[config.mk]
export PLATFORM = sky130hd
export DESIGN_NAME = ecc_op_sequencer
export DESIGN_NICKNAME = d
export VERILOG_FILES = /design/src/rtl/ecc_op_sequencer.sv
export SDC_FILE = /design/constraint.sdc
export NUM_CORES = 1
export LEC_CHECK = 0
export BUFFER_PORTS_ARGS = -buffer_cell sky130_fd_sc_hd__buf_4
export CAP_MARGIN = 20
export CORE_MARGIN = 2
export CORE_UTILIZATION = 52
export CTS_BUF_LIST = sky130_fd_sc_hd__clkbuf_4
export DETAILED_ROUTE_END_ITERATION = 6
export GPL_TIMING_DRIVEN = 0
export PLACE_DENSITY_LB_ADDON = 0.3
export SLEW_MARGIN = 20
export SYNTH_ARGS = -nofsm -noshare
export SYNTH_HDL_FRONTEND = slang
export SYNTH_SLANG_ARGS = --single-unit
[constraint.sdc]
create_clock -name clk -period 2.1 [get_ports clk]
set_input_delay 0.105 -clock clk [delete_from_list [all_inputs] [get_ports clk]]
set_output_delay 0.105 -clock clk [all_outputs]
set_load 0.005 [all_outputs]
[src/rtl/ecc_op_sequencer.sv]
// ecc_op_sequencer: sequences encoder, noise and decoder steps for one ECC operation per start strobe
//   clk, rst                        clock and synchronous active-high reset
//   start, CTRL, DATA_IN,
//   CODEWORD_WIDTH, NOISE           operation request and its operands from the register block
//   enc_start/enc_din/enc_done/enc_dout                     encoder handshake
//   dec_start/dec_din/dec_done/dec_dout/dec_nerr            decoder handshake
//   width_sel                       latched codeword width, shared by both engines
//   busy, operation_done, data_out,
//   num_of_errors, err_code         status and result
module ecc_op_sequencer #(
  parameter int AMBA_WORD = 32,
  parameter int TIMEOUT_CYCLES = 64
) (
  input  logic                 clk,
  input  logic                 rst,
  input  logic                 start,
  input  logic [AMBA_WORD-1:0] CTRL,
  input  logic [AMBA_WORD-1:0] DATA_IN,
  input  logic [AMBA_WORD-1:0] CODEWORD_WIDTH,
  input  logic [AMBA_WORD-1:0] NOISE,
  output logic                 enc_start,
  output logic [AMBA_WORD-1:0] enc_din,
  input  logic                 enc_done,
  input  logic [AMBA_WORD-1:0] enc_dout,
  output logic                 dec_start,
  output logic [AMBA_WORD-1:0] dec_din,
  input  logic                 dec_done,
  input  logic [AMBA_WORD-1:0] dec_dout,
  input  logic [1:0]           dec_nerr,
  output logic [1:0]           width_sel,
  output logic                 busy,
  output logic                 operation_done,
  output logic [AMBA_WORD-1:0] data_out,
  output logic [1:0]           num_of_errors,
  output logic [1:0]           err_code
);
  typedef enum logic [2:0] {IDLE, ENC_REQ, ENC_WAIT, NOISE_APPLY, DEC_REQ, DEC_WAIT, DONE} state_t;
  localparam int CW = $clog2(TIMEOUT_CYCLES);
  localparam logic [CW-1:0] LAST = CW'(TIMEOUT_CYCLES - 1);
  localparam logic [1:0] ERR_OK = 2'b00;
  localparam logic [1:0] ERR_ILLEGAL = 2'b01;
  localparam logic [1:0] ERR_TIMEOUT = 2'b10;
  function automatic logic [AMBA_WORD-1:0] mask_of(input logic [1:0] w);
    return w == 2'b00 ? AMBA_WORD'(32'hFF) : w == 2'b01 ? AMBA_WORD'(32'hFFFF) : {AMBA_WORD{1'b1}};
  endfunction
  state_t state;
  logic [1:0] op;
  logic [AMBA_WORD-1:0] noise_q;
  logic [AMBA_WORD-1:0] code;
  logic [CW-1:0] cnt;
  logic [AMBA_WORD-1:0] mask;
  logic [AMBA_WORD-1:0] noisy;
  logic illegal_in;
  logic unused_hi;
  assign mask = mask_of(width_sel);
  assign noisy = code ^ (noise_q & mask);
  assign illegal_in = CTRL[1:0] == 2'b11 || CODEWORD_WIDTH[1:0] == 2'b11;
  assign unused_hi = ^{CTRL[AMBA_WORD-1:2], CODEWORD_WIDTH[AMBA_WORD-1:2]};
  // The masked operand is captured straight into enc_din/dec_din at start, so
  // those registers double as the latched DATA_IN and hold outside the REQ states.
  always_ff @(posedge clk) begin
    if (rst) begin
      state <= IDLE;
      op <= '0;
      width_sel <= '0;
      noise_q <= '0;
      code <= '0;
      cnt <= '0;
      enc_start <= 1'b0;
      enc_din <= '0;
      dec_start <= 1'b0;
      dec_din <= '0;
      busy <= 1'b0;
      operation_done <= 1'b0;
      data_out <= '0;
      num_of_errors <= '0;
      err_code <= '0;
    end else begin
      enc_start <= 1'b0;
      dec_start <= 1'b0;
      operation_done <= 1'b0;
      case (state)
        IDLE: if (start) begin
          op <= CTRL[1:0];
          width_sel <= CODEWORD_WIDTH[1:0];
          noise_q <= NOISE;
          busy <= 1'b1;
          if (illegal_in) begin
            state <= DONE;
            operation_done <= 1'b1;
            data_out <= '0;
            num_of_errors <= '0;
            err_code <= ERR_ILLEGAL;
          end else if (CTRL[1:0] == 2'b01) begin
            state <= DEC_REQ;
            dec_start <= 1'b1;
            dec_din <= DATA_IN & mask_of(CODEWORD_WIDTH[1:0]);
          end else begin
            state <= ENC_REQ;
            enc_start <= 1'b1;
            enc_din <= DATA_IN & mask_of(CODEWORD_WIDTH[1:0]);
          end
        end
        ENC_REQ: begin
          state <= ENC_WAIT;
          cnt <= '0;
        end
        ENC_WAIT: if (enc_done) begin
          code <= enc_dout & mask;
          if (op == 2'b00) begin
            state <= DONE;
            operation_done <= 1'b1;
            data_out <= enc_dout & mask;
            num_of_errors <= '0;
            err_code <= ERR_OK;
          end else begin
            state <= NOISE_APPLY;
          end
        end else if (cnt == LAST) begin
          state <= DONE;
          operation_done <= 1'b1;
          data_out <= '0;
          num_of_errors <= '0;
          err_code <= ERR_TIMEOUT;
        end else begin
          cnt <= cnt + 1'b1;
        end
        // Noise lands in the codeword and the decoder operand on the same edge
        // that raises dec_start, so DEC_REQ presents the corrupted word.
        NOISE_APPLY: begin
          state <= DEC_REQ;
          code <= noisy;
          dec_din <= noisy;
          dec_start <= 1'b1;
        end
        DEC_REQ: begin
          state <= DEC_WAIT;
          cnt <= '0;
        end
        DEC_WAIT: if (dec_done) begin
          state <= DONE;
          operation_done <= 1'b1;
          data_out <= dec_dout & mask;
          num_of_errors <= dec_nerr;
          err_code <= ERR_OK;
        end else if (cnt == LAST) begin
          state <= DONE;
          operation_done <= 1'b1;
          data_out <= '0;
          num_of_errors <= '0;
          err_code <= ERR_TIMEOUT;
        end else begin
          cnt <= cnt + 1'b1;
        end
        DONE: begin
          state <= IDLE;
          busy <= 1'b0;
        end
        default: begin
          state <= IDLE;
          busy <= 1'b0;
        end
      endcase
    end
  end
endmodule
# After elaboration in Yosys (flattened, before gate mapping)
# Cells that the tools add are included.
[totals] register_bits=181 elab_cells=120
[classes] eq_ne=19 n_bitwise=10 n_addsub=1 n_mux=56 n_reduce_logical=19
[op_table] operator="32-bit 2-to-1 mux" n=14
[op_table] operator="32-bit AND" n=4
[op_table] operator="32-bit one-hot mux with 2 select lines" n=2
[op_table] operator="32-bit one-hot mux with 3 select lines" n=1
[op_table] operator="32-bit bitwise XOR" n=1
[op_table] operator="2-bit 2-to-1 mux" n=11
[op_table] operator="3-bit 2-to-1 mux" n=7
[op_table] operator="6-bit 2-to-1 mux" n=3
[op_table] operator="3-bit one-hot mux with 6 select lines" n=1
[op_table] operator="6-bit one-hot mux with 3 select lines" n=1
[op_table] operator="2-bit inequality test (second input constant)" n=7
[op_table] operator="2-bit one-hot mux with 3 select lines" n=2
[op_table] operator="4-bit AND reduction" n=3
[op_table] operator="1-bit 2-to-1 mux" n=11
[op_table] operator="6-bit by 1-bit adder with 6-bit output (second input constant)" n=1
[op_table] operator="2-bit by 1-bit equality test with 1-bit output (second input constant)" n=3
[op_table] operator="3-bit by 2-bit equality test with 1-bit output (second input constant)" n=2
[op_table] operator="3-bit equality test (second input constant)" n=2
[op_table] operator="6-bit equality test (second input constant)" n=1
[op_table] operator="2-bit logical NOT" n=3
[op_table] operator="2-bit AND reduction" n=3
[op_table] operator="3-bit nonzero test" n=2
[op_table] operator="1-bit NOT" n=5
[op_table] operator="5-bit OR reduction" n=1
[op_table] operator="other kinds (11)" n=14

# Depth between registers and ports, before layout
[logic_depth] depth_word=8 ltp_mapped=8 ltp_nobuf=5

# Worst setup path before layout
# Ideal clock, no wire load.
[synth_timing] kind="flip-flop to flip-flop" start="reg state[0]" end="reg data_out[16]" path_slack_ns=0.445 setup_ns=0.093 t_required_ns=2.007 arrival_ns=1.562 path_stages_with_launch=7 path_cell_list="dfxtp_1 -> buf_6 -> or4b_4 -> a22oi_4 -> a21oi_4 -> buf_6 -> o32ai_1"
[synth_via] elab_chain_cells=3
[synth_rtl] element="start, declared" line="46" rtl="state_t state;"
[synth_rtl] element="start signal, assigned" line="63" rtl="state <= IDLE;"
[synth_rtl] element="start signal, assigned" line="89" rtl="state <= DONE;"
[synth_rtl] element="start signal, assigned" line="95" rtl="state <= DEC_REQ;"
[synth_rtl] element="3-bit by 2-bit equality test with 1-bit output (tied with other cells)" line="82" rtl="case (state)"
[synth_rtl] element="3-bit inequality test (no source line) (tied with other cells)"
[synth_rtl] element="4-bit AND reduction (no source line)"
[synth_rtl] element="end signal, assigned" line="113" rtl="data_out <= enc_dout & mask;"
[synth_rtl] element="end signal, assigned" line="143" rtl="data_out <= dec_dout & mask;"
[synth_rtl] element="end, declared" line="33" rtl="output logic [AMBA_WORD-1:0] data_out,"
# Several ways; a longest one is shown, not always the timed one.
# A chain may end at the register's enable or synchronous reset.

# Final worst setup path
[layout_timing] start="reg state[2]" end="reg code[14]"
[layout_via] elab_chain_cells=3
[layout_rtl] element="3-bit by 2-bit equality test with 1-bit output" line="82"
[layout_rtl] element="2-bit inequality test (no source line) or 2-bit nonzero test (tied branches)"
[layout_rtl] element="2-bit AND reduction (no source line)"
[layout_rtl] element="end signal, assigned" line="109" rtl="code <= enc_dout & mask;"
[layout_rtl] element="end signal, assigned" line="132" rtl="code <= noisy;"
[layout_rtl] element="end, declared" line="49" rtl="logic [AMBA_WORD-1:0] code;"
# Several ways; a longest one is shown, not always the timed one.

==> impl_results.md <==
* Outcome: finished clean
* Total routing usage reported by global routing at 36.3%
* Dpl hpwl at 21.4 mm
* Share of async-settable or async-resettable flops after synthesis at 0%
* Filler cell count in the final layout at 1106
* Cell area reported after detailed placement at 10500 µm²
* Largest net degree at the start of global routing at 18
* Final Cycle Share at 96.0%
* Multi-input gate area at 4180 µm²
* Crit end category: flip-flop
* Via count of the first global-routing pass at 9816
* Fraction of layout cells with a size suffix above 1 at 23.4%
* Die Span X at 131 µm
* Top_reg_cell synth: sky130_fd_sc_hd__dfxtp_1
* Clock latency on the worst-skew pair at 0.60 ns
* Area of the core region at 15800 µm²
* Number of antenna violations at the first check in global routing at 1
* Post-DRT Antenna Nets at 0
* Fmax at 0.496 GHz
* CP max FO at 10
* Average cell area after synthesis at 8.06 µm²
* Number of cell rows at 46
* Total congestion overflow after global routing at 0
* Post-synthesis sequential area ratio at 43.1%
* Slowest Stage Delay on Critical Path at 0.45 ns
* Number of synthesized register bits at 181
* Number of flops mapped to enable cells by yosys at 0
* Combinational group share of total power at 31.1%
* CTS tree: done
* Cell chain of the critical path: and3b_1, clkbuf_1, nor2_2, clkbuf_2, o21ai_0, a21oi_1
* Initial cell density of the core at 53.1%
* Syn-to-layout area delta at 45.9%
* Num CTS Buffers at 17
* Number of top-level pins at 305
* Net switching component of the power at 3.23 mW
* Wire length of the first global-routing pass at 50.1 mm
* LEAKAGE at 4.69 nW
* Number of cells in the design after placement at 1502
* Total power consumption of the routed design at 8.92 mW
* Detailed Route WL at 32.4 mm
* Cell family with most CP delay: simple AND/OR/NAND/NOR gates
* Measured slew at the worst slew-check pin at 0.775 ns
* Power density cells at 727 nW/µm²
* Class of the most critical setup path: flip-flop to flip-flop
* Synthesized area at 8400 µm²
* Final std cells w/o fill at 1673
* Int Pwr at 5.69 mW
* Total DRC errors in the routed layout at 0
* CP Data Required Time at 2.63 ns
* Final-report setup violation count at 0
* Final-stage net count at 1643
* Vias at 10000
* Sequential cell area at 3630 µm²
* Clock sink count at 181
* Sw Ratio at 36.2%
* H-Tree Depth at 4
* Die Ht at 131 µm
* Drt first-iter violations at 1095
* Clk root buf: sky130_fd_sc_hd__clkbuf_4
* Final number of max-transition violations at 0
* Power share of the clock group at 24.5%
* Count of TritonRoute iterations in the first routing pass at 5
* Aggregate negative setup slack at 0 ns
* Synth cell types at 56
* Maximum vdd ir drop at 0.409 mV
* Final estimated routing congestion in global placement at 0.931
* Power share of the sequential group at 44.4%
* Post-route clock skew at 0.0173 ns
* Final std cell area, no fill at 12300 µm²
* Routed WL per cell at 19.4 µm
* Data arrival time of the critical path at 2.54 ns
* Number of buffer and inverter stages on the critical path at 2
* CP Launch Type: flip-flop
* Via density per instance at 5.98
* Worst max-slew margin expressed relative to the limit at 48.4%
* Shortest period the worst path allows at 2.02 ns
* Max stage delay cell, worst path: sky130_fd_sc_hd__dfxtp_2
* Number of buffers added on ports at 243
* Max-cap check violation count at 0
* Max Buffers Root-to-Sink at 2
* Number of standard cells after synthesis at 1043
* Die Area at 17200 µm²
* Post-synth net total at 1243
* Final hold violation count at 0
* Worst hold-check path type: input pin to flip-flop
* Syn. warnings at 0
* CTS clk-pin slew, worst paths at 0.16 ns
[timing repair]
item,in CTS,in global routing
endpoints found under the setup margin,33,154
resized for setup,8,23
pin swaps,0,1
cloned,0,0
hold buffers,137,0
endpoints found under the hold margin,169,0
buffers inserted,1,1
[Yosys cell counts, drive strengths merged, types with 4 or more instances]
master	instances	share of area [%]
xnor2	33	3.4
a2111oi	11	1.1
nor2	18	0.83
a32oi	8	0.83
nand2	199	8.9
clkbuf	68	3.0
buf	30	2.1
a21oi	140	8.5
nand3	43	2.6
dfxtp	181	43
a31oi	11	0.82
inv	56	2.5
nor3	13	0.77
a32o	13	1.5
a22oi	35	3.3
o2111ai	20	2.1
o21ai	65	3.9
a211oi	4	0.42
nand2b	5	0.37
and2	5	0.37
o32ai	34	4.4
and3	12	0.89
mux2i	6	0.71
[final cells by class]
cell class	instances	area share, %
multi-input combinational	708	34.1
sequential	181	29.6
timing repair buffer	382	26.2
buffer	97	3.62
tap	216	2.20
inverter	56	1.71
clock inverter	15	1.55
clock buffer	17	1.04
antenna	1	0.0204
[power groups by stage]
stage | Combinational, mW | Clock, mW | Sequential, mW
finish | 2.77 | 2.18 | 3.96
global route | 2.96 | 2.32 | 3.98
global placement | 2.36 | 0 | 4.00
floorplan | 1.46 | 0 | 3.96
CTS | 2.63 | 2.19 | 3.93
detailed placement | 2.40 | 0 | 4.01
[registers in the layout, summed over array words and instances (netlist names)]
register        count
noise_q            32
op                  2
cnt                 6
enc_din            32
code               32
err_code            2
state               3
busy                1
num_of_errors       2
dec_din            32
dec_start           1
operation_done      1
data_out           32
width_sel           2
enc_start           1
[cells by family (layout without fill, tap and decap cells)]
| family | after synthesis | count (layout) | synth area share (%) |
|---|---|---|---|
| other | 0 | 1 | 0 |
| XOR/XNOR | 33 | 33 | 3.44 |
| flip-flops | 181 | 181 | 43.1 |
| multiplexers | 6 | 6 | 0.715 |
| AND/OR/NAND/NOR | 309 | 309 | 16.2 |
| buffers and inverters | 154 | 567 | 7.59 |
| AO/OA/AOI/OAI | 359 | 359 | 28.8 |
| adder cells (fa/ha/maj) | 1 | 1 | 0.149 |
[path summary, 6_finish.rpt]
path                             from                       end  slack (ns)  cells past startpoint
max             state[2]$_SDFFE_PP0N_     code[14]$_SDFFE_PP0P_        0.08                      6
min                 CODEWORD_WIDTH[1]  dec_din[16]$_SDFFE_PP0P_        0.19                      5
max reg2reg     state[2]$_SDFFE_PP0N_     code[14]$_SDFFE_PP0P_        0.08                      6
min reg2reg  enc_din[28]$_SDFFE_PP0P_  enc_din[28]$_SDFFE_PP0P_        0.46                      2
[per-stage QoR]
step	worst slack, ns	hold slack (ns)	utilization, %
4_1_cts	-0.0142	0.144	77.2
3_3_place_gp	0.0313	0.326	66.3
3_5_place_dp	-0.0403	0.334	66.3
2_1_floorplan	0.445	0.241	-
5_1_grt	-0.0179	0.214	77.5
6_report	0.0841	0.192	77.5
[tightest hold or removal path: stages]
cell and delay [ns]:
sky130_fd_sc_hd__buf_4 0.08, sky130_fd_sc_hd__buf_2 0.22, sky130_fd_sc_hd__and3_1 0.19, sky130_fd_sc_hd__a2111oi_1 0.05, sky130_fd_sc_hd__nor3_1 0.11
[routing by layer]
layer / vias up / routed length [µm] / track usage [%]
met5: - / 0 / 0
met1: 4697 / 12000 / 42.7
li1: 4511 / - / -
met3: 131 / 2960 / 6.91
met2: 673 / 15700 / 61.9
met4: 0 / 1740 / 21.1
[layout by cell type (no fill, tap or decap), drive strengths merged, types with 3 or more instances in the layout]
cell type,synthesis,routed
o32ai,34,34
nand3,43,43
o211ai,3,3
nor2,18,18
o21ai,65,65
bufinv,0,3
buf,30,272
a211oi,4,4
nand2,199,199
nand3b,3,3
mux2i,6,6
and3,12,12
a31oi,11,11
a32oi,8,8
a311oi,3,3
o2111ai,20,20
dfxtp,181,181
clkbuf,68,87
xnor2,33,33
a22oi,35,35
nor3,13,13
a21oi,140,140
inv,56,64
nand2b,5,5
dlygate4sd3,0,137
and2,5,5
a32o,13,13
a2111oi,11,11
Note: power is estimated with default switching activity, not from simulation.
